--- config.mk ---
export PLATFORM = sky130hd
export DESIGN_NAME = id_stage_ctrl
export DESIGN_NICKNAME = d
export VERILOG_FILES = /design/src/rtl/rv32_pkg.sv /design/src/rtl/opcode_class.sv /design/src/rtl/id_stage_ctrl.sv
export SDC_FILE = /design/constraint.sdc
export NUM_CORES = 1
export LEC_CHECK = 0
export BUFFER_PORTS_ARGS = -buffer_cell sky130_fd_sc_hd__buf_2
export CAP_MARGIN = 10
export CORE_MARGIN = 2
export CORE_UTILIZATION = 48
export CTS_CLUSTER_DIAMETER = 40
export DETAILED_ROUTE_END_ITERATION = 10
export PLACE_DENSITY_LB_ADDON = 0.3
export SLEW_MARGIN = 20
export SYNTH_ARGS = -nofsm -noshare
export SYNTH_HDL_FRONTEND = slang
export SYNTH_SLANG_ARGS = --single-unit
--- constraint.sdc ---
create_clock -name CLK -period 2.3 [get_ports CLK]
set_clock_uncertainty 0.2 [all_clocks]
set_input_delay 0.115 -clock CLK [delete_from_list [all_inputs] [get_ports CLK]]
set_output_delay 0.115 -clock CLK [all_outputs]
set_load 0.02 [all_outputs]
--- src/rtl/rv32_pkg.sv ---
// rv32_pkg: shared RV32 opcodes, immediate-format selects and decode-stage state encoding.
package rv32_pkg;
  localparam logic [6:0] OP_LOAD     = 7'b0000011;
  localparam logic [6:0] OP_MISC_MEM = 7'b0001111;
  localparam logic [6:0] OP_OP_IMM   = 7'b0010011;
  localparam logic [6:0] OP_AUIPC    = 7'b0010111;
  localparam logic [6:0] OP_STORE    = 7'b0100011;
  localparam logic [6:0] OP_OP       = 7'b0110011;
  localparam logic [6:0] OP_LUI      = 7'b0110111;
  localparam logic [6:0] OP_BRANCH   = 7'b1100011;
  localparam logic [6:0] OP_JALR     = 7'b1100111;
  localparam logic [6:0] OP_JAL      = 7'b1101111;
  localparam logic [6:0] OP_SYSTEM   = 7'b1110011;

  localparam logic [2:0] IMM_I = 3'b000;
  localparam logic [2:0] IMM_S = 3'b001;
  localparam logic [2:0] IMM_U = 3'b010;
  localparam logic [2:0] IMM_B = 3'b011;
  localparam logic [2:0] IMM_J = 3'b100;

  typedef enum logic [1:0] {ID_EMPTY, ID_FULL, ID_STALL} id_state_e;
endpackage

--- src/rtl/opcode_class.sv ---
// opcode_class: maps a 7-bit opcode to immediate format, immediate use, legality and source-register use.
module opcode_class
  import rv32_pkg::*;
(
  input  logic [6:0] opcode,
  output logic [2:0] imm_pick,
  output logic       uses_imm,
  output logic       illegal,
  output logic       rs1_used,
  output logic       rs2_used
);
  always_comb begin
    imm_pick = IMM_I;
    uses_imm = 1'b1;
    illegal  = 1'b0;
    rs1_used = 1'b1;
    rs2_used = 1'b0;
    case (opcode)
      OP_LOAD, OP_OP_IMM, OP_JALR, OP_SYSTEM, OP_MISC_MEM: ;
      OP_STORE:        begin imm_pick = IMM_S; rs2_used = 1'b1; end
      OP_LUI, OP_AUIPC: begin imm_pick = IMM_U; rs1_used = 1'b0; end
      OP_BRANCH:       begin imm_pick = IMM_B; rs2_used = 1'b1; end
      OP_JAL:          begin imm_pick = IMM_J; rs1_used = 1'b0; end
      OP_OP:           begin uses_imm = 1'b0; rs2_used = 1'b1; end
      // unrecognised opcodes read no registers, so they never create a hazard
      default:         begin uses_imm = 1'b0; illegal = 1'b1; rs1_used = 1'b0; end
    endcase
  end
endmodule

--- src/rtl/id_stage_ctrl.sv ---
// id_stage_ctrl: IF/ID pipeline register with decode, load-use hazard stall, flush and stall counter.
module id_stage_ctrl
  import rv32_pkg::*;
#(
  parameter int STALL_CNT_W = 16
) (
  input  logic                   CLK,
  input  logic                   RESET_N,
  input  logic                   IF_VALID,
  input  logic [31:0]            IF_INSTRUCTION,
  input  logic [31:0]            IF_PC,
  output logic                   ID_READY,
  input  logic                   FLUSH,
  input  logic                   EX_READY,
  input  logic                   EX_MEMREAD,
  input  logic [4:0]             EX_RD,
  output logic                   ID_VALID,
  output logic [31:0]            ID_INSTRUCTION,
  output logic [31:0]            ID_PC,
  output logic [2:0]             IMM_PICK,
  output logic                   USES_IMM,
  output logic                   ILLEGAL,
  output logic                   ISSUE,
  output logic [STALL_CNT_W-1:0] STALL_COUNT
);
  id_state_e state, state_nxt;
  logic [2:0] dec_pick;
  logic dec_uses, dec_ill, dec_rs1, dec_rs2;
  logic rs1_used, rs2_used, hazard, capture;

  opcode_class u_cls (
    .opcode  (IF_INSTRUCTION[6:0]),
    .imm_pick(dec_pick),
    .uses_imm(dec_uses),
    .illegal (dec_ill),
    .rs1_used(dec_rs1),
    .rs2_used(dec_rs2)
  );

  assign ID_VALID = state != ID_EMPTY;
  assign hazard   = ID_VALID && EX_MEMREAD && |EX_RD &&
                    ((rs1_used && EX_RD == ID_INSTRUCTION[19:15]) ||
                     (rs2_used && EX_RD == ID_INSTRUCTION[24:20]));
  assign ISSUE    = ID_VALID && !hazard && EX_READY && !FLUSH;
  assign ID_READY = !FLUSH && (!ID_VALID || ISSUE);
  assign capture  = IF_VALID && ID_READY;

  always_comb
    state_nxt = FLUSH   ? ID_EMPTY :
                capture ? ID_FULL  :
                ISSUE   ? ID_EMPTY :
                ID_VALID ? ID_STALL : ID_EMPTY;

  always_ff @(posedge CLK or negedge RESET_N)
    if (!RESET_N) begin
      state       <= ID_EMPTY;
      STALL_COUNT <= '0;
    end else begin
      state <= state_nxt;
      if (state == ID_STALL && !(&STALL_COUNT))
        STALL_COUNT <= STALL_COUNT + 1'b1;
    end

  // decode results travel with the instruction so they stay aligned with ID_INSTRUCTION
  always_ff @(posedge CLK or negedge RESET_N)
    if (!RESET_N) begin
      ID_INSTRUCTION <= '0;
      ID_PC          <= '0;
      IMM_PICK       <= IMM_I;
      USES_IMM       <= 1'b0;
      ILLEGAL        <= 1'b0;
      rs1_used       <= 1'b0;
      rs2_used       <= 1'b0;
    end else if (capture) begin
      ID_INSTRUCTION <= IF_INSTRUCTION;
      ID_PC          <= IF_PC;
      IMM_PICK       <= dec_pick;
      USES_IMM       <= dec_uses;
      ILLEGAL        <= dec_ill;
      rs1_used       <= dec_rs1;
      rs2_used       <= dec_rs2;
    end
endmodule

Word level (Yosys, flattened, before mapping)

Index checks and enable logic that the tools add are counted.

Add/subtract/negate cells: 1
Equality and inequality tests: 14
Multiplexer cells: 9
Reductions and logical operators: 25

Operators by type and width:

| operator              | number |
|---|---|
| $eq 7x7->1 const B    | 4 |
| $eq 7x6->1 const B    | 3 |
| $add 16x1->16 const B | 1 |
| $reduce_and 16->1     | 1 |
| $eq 7x5->1 const B    | 2 |
| $pmux 3 s4            | 1 |
| $logic_and 1x1->1     | 11 |
| $reduce_or 11->1      | 1 |
| $eq 5x5->1            | 2 |
| $reduce_or 10->1      | 1 |
| $mux 2                | 4 |
| $reduce_or 8->1       | 1 |
| $eq 7x2->1 const B    | 1 |
| $eq 7x4->1 const B    | 1 |
| $reduce_or 5->1       | 1 |
| $logic_not 1->1       | 4 |
| $mux 1                | 4 |
| $reduce_or 3->1       | 1 |
| $eq 2x2->1 const B    | 1 |
| $logic_or 1x1->1      | 2 |
| $reduce_bool 2->1     | 1 |
| $reduce_or 2->1       | 1 |

Register bits after elaboration: 89
Bits of input ports: 75
Output and inout port bits: 88
Word-level logic and storage cells: 58

Longest topological paths before layout

Gate-level depths: netlist of the first run.

Depth in word-level cells: 13
Depth in mapped cells: 6
Depth with buffers taken out: 6

Cells and area by module

A second synthesis of the first run with hierarchy kept.

Cells, all modules: 283
Area, all modules: 4161.5 µm²

By module, submodules not included:

| module        | times used | cells an instance | area each (µm²) | sequential area each (µm²) |
|---|---|---|---|---|
| id_stage_ctrl | 1          | 250               | 3957.5          | 2227.1 |
| opcode_class  | 1          | 33                | 203.9           | 0.0 |

Least setup slack after synthesis of the first run

No wires, ideal clock.

Path type: in2reg
From: input port EX_RD[0]
To: register ID_INSTRUCTION[0]
Library setup time: 125 ps
Data arrival time: 1739 ps
Required time: 1975 ps
Setup slack: 237 ps
Cell stages on the path: 6
Buffers on the path: 1
Cell sequence: or4_1 o21ai_1 a21oi_1 o22ai_4 buf_6 mux2_2

Word-level cells in the longest chain between the ends: 11
Elaborated cells on any way between the ends: 15
Those cells by class: 2 x eq/ne; 13 x reduce/logical

RTL lines:

| element                                     | line                                     | source |
|---|---|---|
| start: declaration                          | id_stage_ctrl.sv:16                      | `input logic [4:0] EX_RD,` |
| $eq 5x5->1, on equally long branches        | id_stage_ctrl.sv:42, id_stage_ctrl.sv:43 |  |
| $logic_and 1x1->1, on equally long branches | id_stage_ctrl.sv:42, id_stage_ctrl.sv:43 |  |
| $logic_or 1x1->1                            | id_stage_ctrl.sv:42                      | `((rs1_used && EX_RD == ID_INSTRUCTION[19:15]) \|\|` |
| $logic_and 1x1->1 (*)                       | id_stage_ctrl.sv:41                      | `assign hazard = ID_VALID && EX_MEMREAD && \|EX_RD &&` |
| $logic_not 1->1 (*)                         | id_stage_ctrl.sv:44                      | `assign ISSUE = ID_VALID && !hazard && EX_READY && !FLUSH;` |
| $logic_and 1x1->1 (*) (3 in series)         | id_stage_ctrl.sv:44                      |  |
| $logic_or 1x1->1 (*)                        | id_stage_ctrl.sv:45                      | `assign ID_READY = !FLUSH && (!ID_VALID \|\| ISSUE);` |
| $logic_and 1x1->1 (*)                       | id_stage_ctrl.sv:45                      |  |
| $logic_and 1x1->1 (*)                       | id_stage_ctrl.sv:46                      | `assign capture = IF_VALID && ID_READY;` |
| end signal: assignment                      | id_stage_ctrl.sv:67                      | `ID_INSTRUCTION <= '0;` |
| end signal: assignment                      | id_stage_ctrl.sv:75                      | `ID_INSTRUCTION <= IF_INSTRUCTION;` |
| end: declaration                            | id_stage_ctrl.sv:18                      | `output logic [31:0] ID_INSTRUCTION,` |

Mark *: on every way between the ends. The rest lies on a longest branch, timed or not.
A chain may end at the register's enable or synchronous reset.

Worst setup path in the final report of the first run

From: input port FLUSH
To: register ID_INSTRUCTION[10]

Word-level cells in the longest chain between the ends: 5

RTL lines:

| element               | line                                     | source |
|---|---|---|
| start: declaration    | id_stage_ctrl.sv:13                      | `input logic FLUSH,` |
| $logic_not 1->1 (*)   | id_stage_ctrl.sv:44, id_stage_ctrl.sv:45 |  |
| $logic_and 1x1->1     | id_stage_ctrl.sv:44                      |  |
| $logic_or 1x1->1      | id_stage_ctrl.sv:45                      |  |
| $logic_and 1x1->1 (*) | id_stage_ctrl.sv:45                      |  |
| $logic_and 1x1->1 (*) | id_stage_ctrl.sv:46                      |  |

Marked as above.

==> summary.txt, run 1 <==
Outcome
  • Status: finished, final reports clean

Cells and area
  • Final instance area: 5719 um2
  • Filler cell count: 503
  • Non-filler instance count after layout: 625
  • Synth-to-layout area growth: 49.04%
  • Final core utilization: 0.7401
  • Layout cells sized above 1: 0.4914
  • # diodes: 0
  • Final net count: 595

Clock tree
  • Worst skew pair latency: 0.34 ns
  • Clock buffer depth: 2
  • H-tree Lvls: 3
  • CTS Buf Count: 9
  • TritonCTS clock tree: built
  • Clk sink count: 89
  • Worst-path clk slew: 0.08 ns
  • CTS root buffer: clkbuf_8

Placement
  • IO buf count: 162
  • Area after DPL: 4786 um2
  • Placed Cells: 543
  • Post-DP HPWL: 6.111 mm
  • Final GP Congestion: 0.7439

Pwr
  • Overall power: 4.636 mW
  • Maximum vdd drop: 0.0005045 V
  • P per Cell Area: 810.6 nW/um2
  • Pleak: 2.727 nW

Job
  • Max Cap Viol: 0

GRT
  • GRT overflow: 0
  • Initial antenna violation count: 0
  • Largest net degree at the start of global routing: 48
  • First-pass GRT wire length: 15.11 mm
  • GRT Total Usage: 0.2207
  • Vias in the first global route: 3234

Critical path
  • Crit Reg-Reg Startpoint: ID_INSTRUCTION[16]
  • Kind of end point of the critical path: flip-flop
  • Worst setup path category: primary input to flip-flop
  • CP startpoint: FLUSH
  • Worst Path Required: 2.32 ns
  • Worst Setup Start Kind: primary input
  • Worst Path Max Fanout: 39
  • CP arrival: 2.20 ns

STA
  • Worst-margin pin slew: 0.5644 ns
  • Setup violations, final: 0
  • Setup tns final: 0 ns
  • RSZ-0062 raised after global routing: false
  • Final Slew Violations: 0
  • Slew headroom: 0.6237
  • Final Cycle Share: 0.9476
  • Max Fclk: 0.4588 GHz
  • Post-layout min period: 2.180 ns
  • Final hold viol count: 0

Logic synthesis
  • Synthesized flop and latch total: 89
  • Number of synthesized flops with an enable pin: 0
  • Async S/R FF share, synth: 1.000
  • Most frequent cells after synthesis: dfrtp_1 (89), mux2_2 (68), xnor2_1 (21)
  • Synth Flop Type: dfrtp_1
  • Top-count cell post-synth: dfrtp_1
  • Synth area leaders: dfrtp_1 (58%), mux2_2 (20%), xnor2_1 (4.8%), buf_6 (2.1%), nand4_1 (1.6%)
  • Synth Instances: 282
  • Post-synth net total: 358
  • Mean Syn Cell Area: 13.61 um2
  • Synthesized cell area: 3837 um2
  • Synth unique cells: 37
  • Yosys warns: 0
  • Top cell type by total area after synthesis: dfrtp_1
  • Register area share after synthesis: 0.5804
  • Synth top area share: 0.5804

Routing
  • WL per Instance: 15.09 um
  • Via count: 3144
  • Drt drc: 0
  • Pre-antenna DRT Iters: 6
  • Vias/cell: 5.030
  • Antenna-violating nets left: 0
  • Initial detailed-routing violation count: 81
  • Total Routed Length: 9.429 mm

Min path
  • Worst Hold Class: primary input to async pin

Floorplanning
  • Ports: 163
  • Row cnt: 32
  • Die Y: 93.41 um
  • Die footprint: 8725 um2
  • Die width: 93.41 um
  • Core footprint: 7727 um2
  • Starting density of the core: 0.4966
flip-flops by register name (all words and copies together) (netlist names):
signal	cells
rs2_used	1
rs1_used	1
STALL_COUNT	16
state	2
ID_PC	32
IMM_PICK	3
USES_IMM	1
ID_INSTRUCTION	32
ILLEGAL	1
layer usage:
metal	GRT usage	vias to the layer above	part of all wire
li1	-	1464	-
met1	0.2578	1555	0.39
met2	0.3903	111	0.53
met3	0.05802	14	0.062
met4	0.07843	0	0.017
met5	0	-	0
final timing paths:
check	endpoint	slack (ns)	cells after the start
worst max register to register	state[1]	0.17	6
worst min register to register	ID_INSTRUCTION[28]	0.30	1
max in group asynchronous	ID_INSTRUCTION[15]	1.14	3
worst min-delay path	ID_INSTRUCTION[12]	0.11	2
worst max-delay path	ID_INSTRUCTION[10]	0.12	7
min in group CLK	state[0]	0.14	4
cell families after synthesis:
kind of cell             count (synthesis)  share of synthesized area
XOR/XNOR                                23                    0.05250
flip-flops                              89                     0.5804
buffers and inverters                   16                    0.02935
AND/OR/NAND/NOR                         59                    0.07988
adder cells (fa/ha/maj)                  1                   0.003260
multiplexers                            74                     0.2168
AO/OA/AOI/OAI                           20                    0.03782
through the flow:
| step | worst slack (ns) | hold slack [ns] |
|---|---|---|
| final | 0.1205 | 0.1097 |
| after floorplan | 0.2366 | -0.3806 |
| after global placement | 0.04717 | -0.05963 |
| after CTS | 0.1085 | 0.1100 |
| after detailed placement | 0.0005032 | -0.04616 |
| after global routing | 0.08016 | 0.1437 |
critical path, cell delays in order:
cell and delay (ns):
dlygate4sd3_1 0.55, buf_2 0.15, nand2b_1 0.19, or2_2 0.32, o22ai_4 0.22, buf_12 0.26
mux2_2 0.37
cell type report:
cell class              instances  area, um2  area share
clock buffers                  10      127.6     0.02231
clock inverters                 5      128.9     0.02253
inverters                       4      15.01    0.002625
multi-input cells             177       1504      0.2630
flip-flops and latches         89       2227      0.3894
well taps                     102      127.6     0.02231
repair buffers                238       1589      0.2778
layout by cell type (no fill, tap or decap), types with 9 or more instances in the layout:
cell	netlist	routed
buf_2	0	161
dfrtp_1	89	89
mux2_2	68	68
dlygate4sd3_1	0	67
xnor2_1	21	21
nand2_1	15	15
nor2_1	11	11
nand4_1	10	10
clkbuf_8	0	9
report_power, final:
group	leakage (nW)	switching [mW]	internal, mW
logic	1.51	0.693	0.586
clock network	0.127	0.529	0.829
registers	1.09	0.175	1.82
repair_timing:
item                                    in CTS  in global routing
hold endpoints to repair                   108                  0
gates resized for setup                      0                  1
hold buffers                                67                  0
buffers inserted                             0                  0
endpoints found under the setup margin       0                  2
(Power assumes the default switching activity.)
==> run 2, diff against run 1 <==
--- a/config.mk
+++ b/config.mk
@@ -6,8 +6,7 @@
 export NUM_CORES = 1
 export LEC_CHECK = 0
 export BUFFER_PORTS_ARGS = -buffer_cell sky130_fd_sc_hd__buf_2
-export CAP_MARGIN = 10
-export CORE_MARGIN = 2
+export CAP_MARGIN = 25
 export CORE_UTILIZATION = 48
 export CTS_CLUSTER_DIAMETER = 40
 export DETAILED_ROUTE_END_ITERATION = 10
==> run 2 against run 1 <==
Compared with the run above: power shrank 6.8%; utilization shrank 1.1 points; final cell count is the same; critical endpoint is now ID_READY; first-iteration DRC count shrank 2.5%; via count shrank 1.3%; non-clock buffer count shrank 1; critical path type is now flip-flop to output port; worst hold slack lost 0.036 ns.
==> summary.txt, run 2 (synthesis results as in run 1) <==
Critical path
  • Max stage delay on crit path: 0.43 ns (-0.12 ns)
  • Worst Path Required: 1.99 ns (-0.33 ns)
  • CP arrival: 1.85 ns (-0.35 ns)
  • Slowest cell on crit path: dfrtp_1
  • Worst setup path category: flip-flop to output port
  • Kind of end point of the critical path: output port
  • Critical path cell sequence: xnor2_1 > nand4_1 > o22ai_2 > a21oi_1 > o21ba_2 > buf_2
  • Worst Setup Start Kind: flip-flop
  • Worst Path Max Fanout: 3 (-92%)

Cells and area
  • Area of the multi-input gates: 1504 um2 (unchanged)
  • Filler cell count: 512 (+1.8%)
  • Synth-to-layout area growth: 46.92%
  • # diodes: 0 (unchanged)
  • Layout cells sized above 1: 0.4914 (unchanged)
  • Final net count: 594 (-0.17%)
  • Most common cell after layout, fill and taps aside: buf_2
  • Non-filler instance count after layout: 625 (unchanged)
  • Commonest non-fill, non-tap cells in the layout: buf_2 (161), dfrtp_1 (89), mux2_2 (68)
  • Seq. cell area: 2227 um2 (unchanged)
  • Final core utilization: 0.7296 (-0.01053)
  • Largest regs: ID_INSTRUCTION: 32 flops, ID_PC: 32 flops, STALL_COUNT: 16 flops

Outcome
  • Status: finished, final reports clean

Pwr
  • P per Cell Area: 766.8 nW/um2 (-5.4%)
  • Maximum vdd drop: 0.0004441 V (-12%)
  • Pleak: 2.684 nW (-1.6%)
  • Overall power: 4.323 mW (-6.8%)

Clock tree
  • Clock buffer depth: 2 (unchanged)
  • Clk sink count: 89 (unchanged)
  • CTS Buf Count: 9 (unchanged)
  • Worst-path clk slew: 0.09 ns (about the same)
  • H-tree Lvls: 3 (unchanged)
  • Setup Buffers After CTS: 0 (unchanged)
  • Worst skew pair latency: 0.35 ns (about the same)
  • CTS root buffer: clkbuf_8
  • TritonCTS clock tree: built

Floorplanning
  • Die width: 91.41 um (-2.1%)
  • Starting density of the core: 0.4966 (unchanged)
  • Die Y: 91.41 um (-2.1%)
  • Ports: 163 (unchanged)
  • Row cnt: 32 (unchanged)
  • Die footprint: 8356 um2 (-4.2%)
  • Core footprint: 7727 um2 (unchanged)

STA
  • RSZ-0062 raised after global routing: false
  • Setup violations, final: 0 (unchanged)
  • Post-layout min period: 2.166 ns (-0.01368 ns)
  • Final hold viol count: 0 (unchanged)
  • Final Cycle Share: 0.9417 (-0.005947)
  • Max Fclk: 0.4617 GHz (+0.63%)
  • Setup tns final: 0 ns (unchanged)
  • Worst-margin pin slew: 0.4930 ns (-0.07142 ns)
  • Slew headroom: 0.6714 (+0.04761)
  • Final Slew Violations: 0 (unchanged)

GRT
  • GRT overflow: 0 (unchanged)
  • Grt met3 use: 0.04439 (-0.01363)
  • First-pass GRT wire length: 15.02 mm (-0.60%)
  • GR Util met2: 0.4117 (+0.02137)
  • Initial antenna violation count: 0 (unchanged)
  • Met1 Use GR: 0.2586 (+0.0008095)
  • Largest net degree at the start of global routing: 53 (+10%)
  • GRT Total Usage: 0.2282 (+0.007572)
  • Vias in the first global route: 3248 (+0.43%)
  • GRT busiest layer: met2

Placement
  • Placed Cells: 542 (-0.18%)
  • Post-DP HPWL: 5.925 mm (-3.1%)
  • Final GP Congestion: 0.7921 (+6.5%)
  • IO buf count: 162 (unchanged)

Routing
  • Antenna-violating nets left: 0 (unchanged)
  • Vias/cell: 4.965 (-1.3%)
  • Via count: 3103 (-1.3%)
  • Pre-antenna DRT Iters: 4 (-2)
  • WL per Instance: 14.69 um (-2.6%)
  • Drt drc: 0 (unchanged)
  • Total Routed Length: 9.183 mm (-2.6%)
  • Initial detailed-routing violation count: 79 (-2.5%)

Min path
  • Worst Hold Class: primary input to async pin

Job
  • Max Cap Viol: 0 (unchanged)
run 2: cell types whose count changed in the layout (fill, tap and decap cells not counted), sizes merged:
cell	before	now
inv	4	5
bufinv	4	1
clkinv	1	2
clkinvlp	0	2
buf	171	170
run 2: worst max-delay path, delay by kind of cell, from the launching register on:
| family | cells | cell delay, ns |
|---|---|---|
| flops | 1 | 0.43 |
| buf+inv | 1 | 0.16 |
| compound gates | 3 | 0.63 |
| simple gates | 1 | 0.12 |
| xor+xnor | 1 | 0.16 |
run 2: path summary, 6_finish.rpt:
check	startpoint	endpoint	slack [ns]	cells past startpoint
setup / recovery	ID_INSTRUCTION[24]	ID_READY	0.13	6
hold / removal	RESET_N	ID_PC[7]	0.07	2
setup reg to reg	ID_INSTRUCTION[24]	state[1]	0.21	6
hold reg to reg	ID_INSTRUCTION[9]	ID_INSTRUCTION[9]	0.29	1
max in group asynchronous	RESET_N	ID_INSTRUCTION[23]	1.16	3
min in group CLK	IF_VALID	state[0]	0.18	4
run 2: cell type report:
cell class	count	area share
multi-input combinational	177	0.2668
sequential	89	0.3950
clock inverter	6	0.01198
tap	102	0.02264
timing repair buffer	237	0.2783
clock buffer	10	0.02264
inverter	4	0.002663
run 2: timing repair:
item | CTS | global route
hold endpoints to repair | 156 | 0
hold buffers | 67 | 0
endpoints found under the setup margin | 0 | 2
gates resized for setup | 0 | 1
run 2: metal layers:
| metal | vias to the layer above | share of wire |
|---|---|---|
| li1 | 1477 | - |
| met1 | 1506 | 0.40 |
| met2 | 101 | 0.53 |
| met3 | 19 | 0.049 |
| met4 | 0 | 0.027 |
| met5 | - | 0 |
run 2: power by group:
part	total, mW	leakage [nW]	internal [mW]	switching [mW]
Clock	1.07	0.0929	0.506	0.560
Sequential	1.99	1.09	1.82	0.167
Combinational	1.27	1.50	0.581	0.686
Total	4.32	2.68	2.91	1.41
run 2: metrics by stage:
step | setup WS [ns] | hold slack (ns) | instance area [um2]
after CTS | 0.04055 | 0.09814 | 5632
final | 0.1341 | 0.07382 | 5638
after global placement | 0.04709 | -0.08420 | 4766
after detailed placement | 0.01797 | -0.08180 | 4766
after floorplan | 0.2366 | -0.3806 | 3837
after global routing | 0.07352 | 0.1325 | 5638
==> run 3, diff against run 2 <==
--- a/config.mk
+++ b/config.mk
@@ -7,7 +7,9 @@
 export LEC_CHECK = 0
 export BUFFER_PORTS_ARGS = -buffer_cell sky130_fd_sc_hd__buf_2
 export CAP_MARGIN = 25
-export CORE_UTILIZATION = 48
+export CELL_PAD_IN_SITES_DETAIL_PLACEMENT = 1
+export CELL_PAD_IN_SITES_GLOBAL_PLACEMENT = 1
+export CORE_UTILIZATION = 37
 export CTS_CLUSTER_DIAMETER = 40
 export DETAILED_ROUTE_END_ITERATION = 10
 export PLACE_DENSITY_LB_ADDON = 0.3
==> run 3 against run 2 <==
Compared with the run above: die area grew 29%; final area grew 1.8%; worst setup slack lost 0.023 ns; global-route usage shrank 0.34 points; power grew 5.3%; final cell count grew 4.8%; sequential power is essentially flat; critical path type unchanged; largest cell class unchanged; highest routed layer unchanged.
==> summary.txt, run 3 (synthesis results as in run 1) <==
GRT
  • Vias in the first global route: 3540 (+9.0%)
  • Largest net degree at the start of global routing: 50 (-5.7%)
  • Initial antenna violation count: 1 (+1)
  • GRT Total Usage: 0.2248 (-0.003427)
  • GRT overflow: 0 (unchanged)
  • First-pass GRT wire length: 19.14 mm (+27%)

Cells and area
  • Filler cell count: 1055 (+110%)
  • Final net count: 595 (+0.17%)
  • Largest regs: ID_INSTRUCTION: 32 flops, ID_PC: 32 flops, STALL_COUNT: 16 flops
  • Most common cell after layout, fill and taps aside: buf_2
  • Layout cells sized above 1: 0.4952 (+0.003806)
  • Commonest non-fill, non-tap cells in the layout: buf_2 (161), dfrtp_1 (89), mux2_2 (68)
  • Synth-to-layout area growth: 49.56%

Critical path
  • Kind of end point of the critical path: output port
  • Worst Path Required: 1.99 ns (about the same)
  • CP arrival: 1.87 ns (+0.02 ns)
  • Worst Path Max Fanout: 3 (unchanged)
  • Worst Setup Start Kind: flip-flop
  • Worst setup path category: flip-flop to output port

Placement
  • IO buf count: 162 (unchanged)
  • Post-DP HPWL: 7.041 mm (+19%)
  • Final GP Congestion: 0.7707 (-2.7%)
  • Pre-CTS setup slack: -0.06945 ns (-0.08742 ns)

Floorplanning
  • Row cnt: 36 (+13%)
  • Die width: 103.8 um (+14%)
  • Starting density of the core: 0.3872 (-0.1094)
  • Ports: 163 (unchanged)
  • Die Y: 103.8 um (+14%)
  • Core footprint: 9910 um2 (+28%)
  • Die footprint: 10780 um2 (+29%)

STA
  • Final Slew Violations: 0 (unchanged)
  • Setup violations, final: 0 (unchanged)
  • Final hold viol count: 0 (unchanged)
  • Setup tns final: 0 ns (unchanged)
  • RSZ-0062 raised after global routing: false
  • Max Fclk: 0.4568 GHz (-1.1%)
  • Final Cycle Share: 0.9519 (+0.01019)
  • Hold WS: 0.1258 ns (+0.05200 ns)
  • Post-layout min period: 2.189 ns (+0.02345 ns)
  • Worst-margin pin slew: 0.6554 ns (+0.1625 ns)
  • Final worst slack: 0.1107 ns (-0.02345 ns)
  • Slew headroom: 0.5630 (-0.1083)

Clock tree
  • Clock buffer depth: 2 (unchanged)
  • Setup Buffers After CTS: 0 (unchanged)
  • Worst skew pair latency: 0.35 ns (about the same)
  • CTS root buffer: clkbuf_8
  • Worst-path clk slew: 0.09 ns (about the same)
  • H-tree Lvls: 3 (unchanged)
  • Clk sink count: 89 (unchanged)
  • CTS Buf Count: 9 (unchanged)
  • TritonCTS clock tree: built

Pwr
  • P per Cell Area: 793.1 nW/um2 (+3.4%)
  • Pleak: 2.713 nW (+1.1%)
  • Overall power: 4.552 mW (+5.3%)
  • Maximum vdd drop: 0.0004066 V (-8.4%)

Routing
  • WL per Instance: 17.32 um (+18%)
  • Via count: 3139 (+1.2%)
  • Initial detailed-routing violation count: 58 (-27%)
  • Vias/cell: 4.792 (-3.5%)
  • Pre-antenna DRT Iters: 4 (unchanged)
  • Antenna-violating nets left: 0 (unchanged)
  • Total Routed Length: 11.35 mm (+24%)
  • Drt drc: 0 (unchanged)

Min path
  • Worst Hold Class: primary input to async pin

Outcome
  • Status: finished, final reports clean

Job
  • Max Cap Viol: 0 (unchanged)
run 3: what timing repair did:
action,CTS,global route
endpoints found under the hold margin,113,0
endpoints found under the setup margin,0,3
hold buffers,67,0
gates resized for setup,0,4
run 3: worst paths after layout:
check	start	end	slack [ns]	cells past startpoint
min in group CLK	IF_VALID	state[0]	0.19	4
max in group asynchronous	RESET_N	STALL_COUNT[12]	1.15	3
worst max-delay path	ID_INSTRUCTION[24]	ID_READY	0.11	6
worst max register to register	ID_INSTRUCTION[24]	state[1]	0.19	6
worst min register to register	ID_INSTRUCTION[9]	ID_INSTRUCTION[9]	0.30	1
worst min-delay path	RESET_N	ID_INSTRUCTION[11]	0.13	2
run 3: cell type report:
cell class	instances	area [um2]	share of cell area
Clock inverter	4	95.09	0.01657
Clock buffer	9	123.9	0.02158
Inverter	4	15.01	0.002616
Tap cell	133	166.4	0.02900
Multi-Input combinational cell	177	1520	0.2649
Timing Repair Buffer	238	1589	0.2769
Antenna cell	1	2.502	0.0004360
Sequential cell	89	2227	0.3881
run 3: power breakdown:
part / switching, mW / internal, mW / total [mW]
clock network: 0.529 / 0.703 / 1.23
registers: 0.188 / 1.82 / 2.01
logic: 0.720 / 0.587 / 1.31
total: 1.44 / 3.11 / 4.55
run 3: critical path: stages, from the launching register on:
cell     delay (ns)
dfrtp_1        0.42
xnor2_1        0.23
nand4_1        0.17
o22ai_4        0.24
a21oi_2        0.10
o21ba_2        0.20
buf_2          0.16
run 3: through the flow:
stage          utilization  instances  instance area, um2
2_1_floorplan            -        282                3837
3_3_place_gp        0.4869        574                4825
3_5_place_dp        0.4869        574                4825
4_1_cts             0.5766        654                5714
5_1_grt             0.5792        655                5739
6_report            0.5792        655                5739
run 3: metal layers:
layer / track usage / wire length (um) / up-vias
li1: - / - / 1468
met1: 0.2616 / 4674 / 1544
met2: 0.3976 / 5812 / 113
met3: 0.06671 / 688 / 14
met4: 0.06735 / 172 / 0
met5: 0 / 0 / -
